`config.mk`:
```
export PLATFORM = sky130hd
export DESIGN_NAME = inex_recur_expand
export DESIGN_NICKNAME = d
export VERILOG_FILES = /design/src/rtl/inex_recur_expand_pkg.sv /design/src/rtl/inex_recur_expand_child_calc.sv /design/src/rtl/inex_recur_expand.sv
export SDC_FILE = /design/constraint.sdc
export NUM_CORES = 1
export LEC_CHECK = 0
export ABC_AREA = 1
export BUFFER_PORTS_ARGS = -buffer_cell sky130_fd_sc_hd__buf_2
export CAP_MARGIN = 5
export CORE_UTILIZATION = 55
export CTS_CLUSTER_SIZE = 12
export DETAILED_ROUTE_END_ITERATION = 8
export HOLD_SLACK_MARGIN = 0.1
export PLACE_DENSITY = 0.83
export SETUP_SLACK_MARGIN = 0.4
export SYNTH_ARGS = -nofsm -noshare
export SYNTH_HDL_FRONTEND = slang
export SYNTH_SLANG_ARGS = --single-unit
```
`constraint.sdc`:
```
create_clock -name clk -period 6.7 [get_ports clk]
set_input_delay 0.67 -clock clk [delete_from_list [all_inputs] [get_ports clk]]
set_output_delay 0.67 -clock clk [all_outputs]
set_load 0.03 [all_outputs]
```
`src/rtl/inex_recur_expand_pkg.sv`:
```
// -----------------------------------------------------------------------------
// inex_recur_expand_pkg
// Shared definitions for the InexRecur expansion stage: base codes, the
// C-table (cumulative symbol counts), FSM state encodings and the layout of
// the 32-bit stack word {i, z, k, l}.
// Optional feature macro used by the importing RTL: INEX_INS_EN.
// -----------------------------------------------------------------------------
package inex_recur_expand_pkg;

    // Width of every tuple field (i, z, k, l) and of an O-table entry
    localparam int FIELD_W = 8;

    // Base codes
    localparam logic [1:0] BASE_A = 2'd0;
    localparam logic [1:0] BASE_C = 2'd1;
    localparam logic [1:0] BASE_G = 2'd2;
    localparam logic [1:0] BASE_T = 2'd3;

    // C-table: number of reference symbols lexically smaller than each base
    localparam logic [8:0] C_A = 9'd0;
    localparam logic [8:0] C_C = 9'd10;
    localparam logic [8:0] C_G = 9'd20;
    localparam logic [8:0] C_T = 9'd30;

    // Field positions inside the packed stack word
    localparam int WORD_I_LSB = 24;
    localparam int WORD_Z_LSB = 16;
    localparam int WORD_K_LSB = 8;
    localparam int WORD_L_LSB = 0;

    // Expansion FSM states
    typedef enum logic [3:0] {
        ST_IDLE   = 4'd0,
        ST_LOAD   = 4'd1,
        ST_RESULT = 4'd2,
        ST_INS    = 4'd3,
        ST_OCC_K  = 4'd4,
        ST_OCC_L  = 4'd5,
        ST_CALC   = 4'd6,
        ST_PUSH   = 4'd7,
        ST_DONE   = 4'd8
    } state_t;

    // C-table lookup, returned at 9 bits so child bounds never wrap
    function automatic logic [8:0] c_of(input logic [1:0] b);
        logic [8:0] c;
        case (b)
            BASE_A:  c = C_A;
            BASE_C:  c = C_C;
            BASE_G:  c = C_G;
            BASE_T:  c = C_T;
            default: c = C_A;
        endcase
        return c;
    endfunction

    // Assemble one stack word from its four fields
    function automatic logic [31:0] pack_word(
        input logic [FIELD_W-1:0] i,
        input logic [FIELD_W-1:0] z,
        input logic [FIELD_W-1:0] k,
        input logic [FIELD_W-1:0] l
    );
        return (32'(i) << WORD_I_LSB) |
               (32'(z) << WORD_Z_LSB) |
               (32'(k) << WORD_K_LSB) |
               (32'(l) << WORD_L_LSB);
    endfunction

    // First base to expand for a given resume position (0 and 1 both start at A)
    function automatic logic [1:0] start_base(input logic [3:0] pos);
        logic [1:0] b;
        case (pos)
            4'd2:    b = BASE_C;
            4'd3:    b = BASE_G;
            4'd4:    b = BASE_T;
            default: b = BASE_A;
        endcase
        return b;
    endfunction

endpackage

```
`src/rtl/inex_recur_expand_child_calc.sv`:
```
// -----------------------------------------------------------------------------
// inex_child_calc
// Combinational child-interval computation for one base b:
//   k' = C[b] + O(b, k-1) + 1,  l' = C[b] + O(b, l)   (9-bit arithmetic)
//   z' = z on a match, z-1 on a substitution
//   keep when the interval is non-empty, fits in 8 bits and the edit is legal.
// -----------------------------------------------------------------------------
module inex_child_calc
    import inex_recur_expand_pkg::*;
(
    input  logic [1:0]         b,
    input  logic [FIELD_W-1:0] o_k,
    input  logic [FIELD_W-1:0] o_l,
    input  logic [FIELD_W-1:0] z,
    input  logic [1:0]         sym,
    output logic [FIELD_W-1:0] k_new,
    output logic [FIELD_W-1:0] l_new,
    output logic [FIELD_W-1:0] z_new,
    output logic               keep
);

    logic [8:0] k_sum;
    logic [8:0] l_sum;
    logic       is_match;

    // Interval bounds, edit budget and survival test for the candidate child
    always_comb begin
        is_match = (b == sym);
        k_sum    = c_of(b) + {1'b0, o_k} + 9'd1;
        l_sum    = c_of(b) + {1'b0, o_l};
        z_new    = is_match ? z : (z - 8'd1);
        keep     = (k_sum <= l_sum) && !l_sum[8] && (is_match || (z != 8'd0));
        k_new    = k_sum[FIELD_W-1:0];
        l_new    = l_sum[FIELD_W-1:0];
    end

endmodule

```
`src/rtl/inex_recur_expand.sv`:
```
// -----------------------------------------------------------------------------
// inex_recur_expand
// Expansion stage behind get_param in the inexact-search engine. Takes one
// (i, z, k, l) tuple, walks the bases A..T starting at the resume position,
// fetches O(b, k-1) and O(b, l) from the occurrence table and pushes every
// surviving child back onto the InexRecur stack. A tuple with i == 0 has
// consumed the query and is reported on the result port instead.
//
// Build option: define INEX_INS_EN to add the insertion branch, which pushes
// {i-1, z-1, k, l} ahead of the base children for fresh tuples with z > 0.
// -----------------------------------------------------------------------------
module inex_recur_expand
#(
    parameter int STACK_AW = 12
) (
    input  logic                clk,
    input  logic                rst_n,
    input  logic                param_valid,
    output logic                param_ready,
    input  logic [7:0]          i_in,
    input  logic [7:0]          z_in,
    input  logic [7:0]          k_in,
    input  logic [7:0]          l_in,
    input  logic [STACK_AW-1:0] addr_in,
    input  logic [3:0]          position_in,
    output logic [7:0]          qry_idx,
    input  logic [1:0]          qry_sym,
    output logic                occ_req,
    output logic [1:0]          occ_base,
    output logic [7:0]          occ_idx,
    input  logic [7:0]          occ_rdata,
    output logic                push_en,
    output logic [31:0]         push_data,
    input  logic                stack_full,
    output logic                res_valid,
    output logic [7:0]          res_k,
    output logic [7:0]          res_l,
    input  logic                res_ready,
    output logic                busy
);

    import inex_recur_expand_pkg::*;

    state_t              state;

    // Latched tuple
    logic [FIELD_W-1:0]  i_r;
    logic [FIELD_W-1:0]  z_r;
    logic [FIELD_W-1:0]  k_r;
    logic [FIELD_W-1:0]  l_r;
    logic [STACK_AW-1:0] addr_r;
    logic [3:0]          pos_r;

    // Base currently being expanded and the captured O(b, k-1)
    logic [1:0]          b_r;
    logic [FIELD_W-1:0]  ok_r;

    // Child candidate from the calculator
    logic [FIELD_W-1:0]  child_k;
    logic [FIELD_W-1:0]  child_l;
    logic [FIELD_W-1:0]  child_z;
    logic                child_keep;

    // Stack address is carried only for debug visibility
    logic                unused_addr_dbg;

    assign unused_addr_dbg = ^addr_r;

    assign param_ready = (state == ST_IDLE);
    assign busy        = (state != ST_IDLE);
    assign qry_idx     = i_r - 8'd1;

    // A push is offered only while the stack has room; the insertion push
    // exists only for tuples that still have an edit to spend
    assign push_en = !stack_full &&
                     ((state == ST_PUSH) || ((state == ST_INS) && (z_r != 8'd0)));

    inex_child_calc u_child_calc (
        .b     (b_r),
        .o_k   (ok_r),
        .o_l   (occ_rdata),
        .z     (z_r),
        .sym   (qry_sym),
        .k_new (child_k),
        .l_new (child_l),
        .z_new (child_z),
        .keep  (child_keep)
    );

    // Expansion FSM with registered occ-request, push word and result outputs
    always_ff @(posedge clk or negedge rst_n) begin
        if (!rst_n) begin
            state     <= ST_IDLE;
            i_r       <= '0;
            z_r       <= '0;
            k_r       <= '0;
            l_r       <= '0;
            addr_r    <= '0;
            pos_r     <= '0;
            b_r       <= '0;
            ok_r      <= '0;
            occ_req   <= 1'b0;
            occ_base  <= '0;
            occ_idx   <= '0;
            push_data <= '0;
            res_valid <= 1'b0;
            res_k     <= '0;
            res_l     <= '0;
        end else begin
            occ_req <= 1'b0;
            case (state)
                ST_IDLE: begin
                    if (param_valid) begin
                        i_r    <= i_in;
                        z_r    <= z_in;
                        k_r    <= k_in;
                        l_r    <= l_in;
                        addr_r <= addr_in;
                        pos_r  <= position_in;
                        state  <= ST_LOAD;
                    end
                end

                ST_LOAD: begin
                    if (pos_r >= 4'd5) begin
                        state <= ST_DONE;
                    end else if (i_r == 8'd0) begin
                        res_valid <= 1'b1;
                        res_k     <= k_r;
                        res_l     <= l_r;
                        state     <= ST_RESULT;
                    end else begin
                        b_r <= start_base(pos_r);
`ifdef INEX_INS_EN
                        if (pos_r == 4'd0) begin
                            push_data <= pack_word(i_r - 8'd1, z_r - 8'd1, k_r, l_r);
                            state     <= ST_INS;
                        end else begin
                            occ_req  <= (k_r != 8'd0);
                            occ_base <= start_base(pos_r);
                            occ_idx  <= k_r - 8'd1;
                            state    <= ST_OCC_K;
                        end
`else
                        occ_req  <= (k_r != 8'd0);
                        occ_base <= start_base(pos_r);
                        occ_idx  <= k_r - 8'd1;
                        state    <= ST_OCC_K;
`endif
                    end
                end

                ST_RESULT: begin
                    if (res_ready) begin
                        res_valid <= 1'b0;
                        state     <= ST_DONE;
                    end
                end

`ifdef INEX_INS_EN
                ST_INS: begin
                    // Wait only if there is an insertion child to deliver
                    if (!((z_r != 8'd0) && stack_full)) begin
                        occ_req  <= (k_r != 8'd0);
                        occ_base <= b_r;
                        occ_idx  <= k_r - 8'd1;
                        state    <= ST_OCC_K;
                    end
                end
`endif

                ST_OCC_K: begin
                    // k-side read (if any) is in flight; issue the l-side read
                    occ_req  <= 1'b1;
                    occ_base <= b_r;
                    occ_idx  <= l_r;
                    state    <= ST_OCC_L;
                end

                ST_OCC_L: begin
                    // With k == 0 no request was made, so O(b, -1) is zero
                    ok_r  <= (k_r == 8'd0) ? 8'd0 : occ_rdata;
                    state <= ST_CALC;
                end

                ST_CALC: begin
                    if (child_keep) begin
                        push_data <= pack_word(i_r - 8'd1, child_z, child_k, child_l);
                        state     <= ST_PUSH;
                    end else if (b_r != BASE_T) begin
                        b_r      <= b_r + 2'd1;
                        occ_req  <= (k_r != 8'd0);
                        occ_base <= b_r + 2'd1;
                        occ_idx  <= k_r - 8'd1;
                        state    <= ST_OCC_K;
                    end else begin
                        state <= ST_DONE;
                    end
                end

                ST_PUSH: begin
                    // Word stays on push_data until the stack takes it
                    if (!stack_full) begin
                        if (b_r != BASE_T) begin
                            b_r      <= b_r + 2'd1;
                            occ_req  <= (k_r != 8'd0);
                            occ_base <= b_r + 2'd1;
                            occ_idx  <= k_r - 8'd1;
                            state    <= ST_OCC_K;
                        end else begin
                            state <= ST_DONE;
                        end
                    end
                end

                ST_DONE: begin
                    state <= ST_IDLE;
                end

                default: begin
                    state <= ST_IDLE;
                end
            endcase
        end
    end

endmodule

```
# == Word-level counts from Yosys, hierarchy flattened ==
# Index checks and enable logic that the tools add are counted.
# W data, S select, Z words.
# word_totals
input_bits,63
wordCells,113
register_bits,110
out_inout_bits,71
# classes
n_addsub,7
n_reduce_logical,25
bitwise_logic,4
magnitude_cmp,2
mux,38
eq_ne,22
# op_table
operator,n
$mux W8,7
$pmux W9 S4,1
$or A32 B16 Y32,1
$or A32 B24 Y32,1
$or A32 B8 Y32,1
$pmux W8 S4,1
$pmux W4 S7,1
$mux W4,6
$sub A8 B1 Y8 const B,3
$eq A4 B3 Y1 const B,5
$add A9 B8 Y9,2
$eq A4 B2 Y1 const B,4
$logic_not A8 Y1,2
$mux W2,8
$ne A2 B2 Y1 const B,8
$reduce_bool A8 Y1,2
$pmux W2 S3,2
$reduce_and A5 Y1,2
$add A9 B1 Y9 const B,1
$le A9 B9 Y1,1
$mux W1,8
$pmux W2 S4,1
$reduce_bool A4 Y1,2
$reduce_and A3 Y1,2
19 further kinds,26

# == Depth between registers and ports, before layout ==
# logic_depth
word_depth,9
ltp_mapped,27
ltp_nobuf,26

# == Hierarchy ==
# From an unflattened synthesis, not the netlist that was laid out.
# hier_totals
cells_unflattened,800
area_unflattened_um2,5993.2
# modules_own_cells
module,instances,cells_per_inst,area_per_inst_um2,seq_area_each_um2
inex_recur_expand,1,597,4892.2,2752.6
inex_child_calc,1,203,1101.1,0.0

# == Least setup slack after synthesis ==
# Ideal clock, no wire load.
# synth_path
kind,reg2reg
startpoint,register b_r[0]
endpoint,register occ_base[0]
slack_ns,3.596
t_arrival_ns,2.986
path_buffers,1
synth_period_minus_slack_ns,3.104
setup_time_ns,0.118
stages_incl_launch_ff,26
required_time_ns,6.582
path_cell_list,dfrtp_1 -> inv_1 -> ha_1 -> inv_1 -> nand2_2 -> nand2_2 -> nand2_1 -> nand2_1 -> inv_1 -> ha_1 -> inv_1 -> nand2_1 -> nand4_1 -> nand3_1 -> nand2_1 -> inv_1 -> ha_1 -> nand2_1 -> inv_1 -> a21oi_1 -> nand3_1 -> a21oi_2 -> nand3_2 -> buf_2 -> nand4_1 -> nand2_1
# synth_via
elab_chain_cells,9
elab_cells_between_ends,22
cone_classes,add/sub (4); order compare (1); eq/ne (6); mux (5); reduce/logical (6)
# synth_lines
item,line,rtl
"start, declared",inex_recur_expand.sv:55,logic [1:0] b_r;
"start signal, assigned",inex_recur_expand.sv:133,b_r <= start_base(pos_r);
"start signal, assigned",inex_recur_expand.sv:191,b_r <= b_r + 2'd1;
"start signal, assigned",inex_recur_expand.sv:205,b_r <= b_r + 2'd1;
"$eq A2 B2 Y1, or another cell as far along",inex_recur_expand_pkg.sv:47,case (b)
$pmux W9 S4,inex_recur_expand_pkg.sv:47,
$add A9 B8 Y9,inex_recur_expand_child_calc.sv:29,"k_sum = c_of(b) + {1'b0, o_k} + 9'd1;"
$add A9 B1 Y9,inex_recur_expand_child_calc.sv:29,
$le A9 B9 Y1,inex_recur_expand_child_calc.sv:32,keep = (k_sum <= l_sum) && !l_sum[8] && (is_match || (z != 8'd0));
$logic_and A1 B1 Y1 (2 in series),inex_recur_expand_child_calc.sv:32,
$ne A2 B2 Y1 (no source line),--,
$reduce_and A5 Y1 (no source line),--,
"end signal, assigned",inex_recur_expand.sv:146,occ_base <= start_base(pos_r);
"end signal, assigned",inex_recur_expand.sv:175,occ_base <= b_r;
"end signal, assigned",inex_recur_expand.sv:193,occ_base <= b_r + 2'd1;
"end, declared",inex_recur_expand.sv:29,"output logic [1:0] occ_base,"
# Several ways; a longest one is shown, not always the timed one. The select of a mux whose other input is x is not followed.
# A chain may end at the register's enable or synchronous reset.

# == Worst setup path in the final report ==
# layout_path
startpoint,register b_r[0]
endpoint,register push_data[14]
# layout_via
elab_chain_cells,8
elab_cells_between_ends,17
cone_classes,add/sub (3); order compare (1); eq/ne (4); mux (1); bitwise (2); reduce/logical (6)
# layout_lines
item,line,rtl
"$eq A2 B2 Y1, or another cell as far along",inex_recur_expand_pkg.sv:47,
$pmux W9 S4 (*),inex_recur_expand_pkg.sv:47,
$add A9 B8 Y9 (*),inex_recur_expand_child_calc.sv:29,
$add A9 B1 Y9 (*),inex_recur_expand_child_calc.sv:29,
via child_k[6],inex_recur_expand.sv:59,logic [FIELD_W-1:0] child_k;
$le A9 B9 Y1,inex_recur_expand_child_calc.sv:32,
$logic_and A1 B1 Y1 (2 in series),inex_recur_expand_child_calc.sv:32,
$reduce_and A2 Y1 (no source line),--,
"end signal, assigned",inex_recur_expand.sv:188,"push_data <= pack_word(i_r - 8'd1, child_z, child_k, child_l);"
"end, declared",inex_recur_expand.sv:33,"output logic [31:0] push_data,"
# The timed path passes the listed nets; every way through them passes the cells marked *. The select of a mux whose other input is x is not followed.

==> flow_metrics.env <==
export IMPL_ir_drop_mv=0.193
export IMPL_setup_tns_ns=0
export IMPL_hold_buffers=0
export IMPL_vias=5107
export IMPL_worstPathRequired_ns=6.96
export IMPL_leakagePower_nw=3.73
export IMPL_start_util=0.567
export IMPL_internal_power_mw=1.55
export IMPL_synth_area_per_cell_sq_um=8.14
export IMPL_start_kind="register"
export IMPL_wl_per_cell_um=14.5
export IMPL_io_buffers=121
export IMPL_p_per_area_mw_per_mm2=449
export IMPL_drt_total_wl_mm=14.1
export IMPL_nets=916
export IMPL_grt_overflow=0
export IMPL_min_period_over_period=0.725
export IMPL_initialDrtViolationCount=400
export IMPL_pwr_share_comb=0.525
export IMPL_critPathBufInv=3
export IMPL_synth_top_area_frac=0.470
export IMPL_cts_tree="done"
export IMPL_async_reset_ff_frac=1.00
export IMPL_cts_sinks=110
export IMPL_setup_ws_ns=1.84
export IMPL_hold_ws_ns=0.321
export IMPL_rsz0062_at_grt="no"
export IMPL_antenna_cells=0
export IMPL_hold_class="in2async"
export IMPL_core_area_sq_mm=0.0103
export IMPL_drv_slew=0
export IMPL_fp_row_count=37
export IMPL_dieArea_sq_mm=0.0111
export IMPL_stdcell_area_sq_mm=0.00670
export IMPL_via_per_inst=5.27
export IMPL_synth_seq_cells=110
export IMPL_grt_pass1_vias=5157
export IMPL_drv_cap=0
export IMPL_max_freq_mhz=206
export IMPL_grt_pass1_wl_mm=23.4
export IMPL_skew_ns=0.00725
export IMPL_drc=0
export IMPL_yosys_top_cells_area="dfrtp_1 (47%), nand2_1 (11%), inv_1 (5.3%)"
export IMPL_synth_area_leader_cell="dfrtp_1"
export IMPL_switching_power_mw=1.46
export IMPL_cts_resized=0
export IMPL_die_w_um=105
export IMPL_clockRootBuffer="clkbuf_8"
export IMPL_slowest_delay_ns=0.77
export IMPL_fin_crit_ns=4.86
export IMPL_ys_flop_type="dfrtp_1"
export IMPL_hold_viol=0
export IMPL_setup_violations_final=0
export IMPL_grt_usage=0.271
export IMPL_swShare=0.485
export IMPL_cp_common_cell="nand2_1"
export IMPL_syn_area_sq_mm=0.00585
export IMPL_clockPowerShare=0.120
export IMPL_clk_pin_slew_worst_paths_ns=0.10
export IMPL_clk_path_buf_depth=2
export IMPL_cts_setup_buffers=0
export IMPL_yosysMostFrequentCell="nand2_1"
export IMPL_yosysWarnings=0
export IMPL_clk_latency_ns=0.38
export IMPL_fp_dieH_um=105
export IMPL_syn_to_final_growth_pct=14.5
export IMPL_fillerInstances=867
export IMPL_synth_yosys_seq_area_share=0.470
export IMPL_critPathKind="reg2reg"
export IMPL_seq_power_share=0.355
export IMPL_antenna_found_initial=0
export IMPL_antenna_left=0
export IMPL_synthTopCellsByCount="nand2_1 (172), dfrtp_1 (110), inv_1 (82)"
export IMPL_cp_arrival_ns=5.12
export IMPL_synthCells=719
export IMPL_cts_buffers=9
export IMPL_slowest_stage="nand3_2"
export IMPL_crit_family="simple AND/OR/NAND/NOR gates"
export IMPL_synth_edff_count=0
export IMPL_syn_nets=806
export IMPL_htreeDepth=3
export IMPL_status="finished clean"
export IMPL_drive_above_1_share=0.203
export IMPL_firstDrtPassIters=5
export IMPL_synth_cell_type_count=40
export IMPL_grt_max_degree=64
export IMPL_gp_congestion=0.911
export IMPL_worstPathCellList="inv_1 -> ha_1 -> a21oi_1 -> nand2_1 -> nand2_1 -> nor2_1 -> a21oi_1 -> nand3_1 -> nand2_1 -> inv_1 -> ha_1 -> nand2_1 -> nor2_1 -> nand3_1 -> a21oi_2 -> nand3_2 -> buf_4 -> nand2_1 -> o21ai_1"
export IMPL_dpl_cell_area_sq_mm=0.00654
export IMPL_dp_hpwl_mm=10.5
export IMPL_ios=134
export IMPL_timing_slew_headroom=0.354
export IMPL_tightest_slew_ns=0.966
export IMPL_place_ws_ns=1.94
export IMPL_cp_max_fo=47
export IMPL_end_kind="register"
==> kinds of logic (layout without fill, tap and decap cells) <==
kind of cell,count (synthesis),in the layout,share of synthesized area
adder cells (fa/ha/maj),24,24,0.0526
AND/OR/NAND/NOR,327,327,0.243
flip-flops,110,110,0.470
buffers and inverters,113,227,0.0763
XOR/XNOR,23,23,0.0344
AO/OA/AOI/OAI,111,111,0.101
multiplexers,11,11,0.0218
==> cell type report <==
class	count	area, sq um	share of cell area
timing repair buffer	124	631	0.0941
multi-input combinational	496	2650	0.396
sequential	110	2750	0.411
clock inverter	4	23.8	0.00355
clock buffer	11	141	0.0211
inverter	88	330	0.0493
tap	136	170	0.0254
==> routing by layer <==
layer | part of all wire | GRT usage
met1 | 0.40 | 0.315
met5 | 0 | 0
met2 | 0.51 | 0.474
met4 | 0.029 | 0.135
met3 | 0.057 | 0.0561
==> placed cells by master, fill, tap and decap left out, types with 10 or more instances in the layout <==
| cell | synthesis | final |
|---|---|---|
| o21ai_0 | 41 | 41 |
| ha_1 | 23 | 23 |
| inv_1 | 82 | 82 |
| clkbuf_8 | 0 | 10 |
| nand4_1 | 23 | 23 |
| nand2_1 | 172 | 172 |
| xor2_1 | 18 | 18 |
| buf_2 | 12 | 120 |
| mux2_2 | 10 | 10 |
| nor2_1 | 65 | 65 |
| dfrtp_1 | 110 | 110 |
| a21oi_1 | 39 | 39 |
| o21ai_1 | 21 | 21 |
| nand3_1 | 47 | 47 |
==> worst register-to-register path: stages, from the launching register on <==
cell,delay [ns]
dfrtp_1,0.55
inv_1,0.21
ha_1,0.28
a21oi_1,0.35
nand2_1,0.18
nand2_1,0.17
nor2_1,0.08
a21oi_1,0.16
nand3_1,0.09
nand2_1,0.13
inv_1,0.06
ha_1,0.29
nand2_1,0.05
nor2_1,0.25
nand3_1,0.15
a21oi_2,0.27
nand3_2,0.78
buf_4,0.54
nand2_1,0.09
o21ai_1,0.07
==> metrics by stage <==
stage	utilization	power [mW]	std cells
2_1_floorplan	-	2.21	719
3_3_place_gp	0.633	2.58	954
3_5_place_dp	0.633	2.66	954
4_1_cts	0.649	3.02	969
5_1_grt	0.649	3.25	969
6_report	0.649	3.01	969
==> state kept, by name, summed over array words and instances, names as in the netlist, 4 cells and up <==
| name | count |
|---|---|
| occ_idx | 8 |
| ok_r | 8 |
| push_data | 32 |
| res_l | 8 |
| i_r | 8 |
| z_r | 8 |
| k_r | 8 |
| res_k | 8 |
| pos_r | 4 |
| state | 4 |
| l_r | 8 |
==> power groups by stage <==
stage	Sequential (mW)	Combinational, mW	Clock, mW
2_1_floorplan	1.25	0.961	0
3_3_place_gp	1.06	1.52	0
3_5_place_dp	1.08	1.58	0
4_1_cts	1.07	1.59	0.368
5_1_grt	1.10	1.76	0.394
6_report	1.07	1.58	0.361
==> path summary, 6_finish.rpt <==
path                             start  slack, ns  cells after the start             to
worst max-delay path            b_r[0]       1.84                     19  push_data[14]
worst min-delay path             rst_n       0.32                      1  push_data[17]
worst max register to register  b_r[0]       1.84                     19  push_data[14]
worst min register to register  i_r[0]       0.45                      1  push_data[24]
max in group asynchronous        rst_n       5.18                      2  push_data[13]
min in group clk                i_r[0]       0.45                      1  push_data[24]
Note: power is estimated with default switching activity, not from simulation.
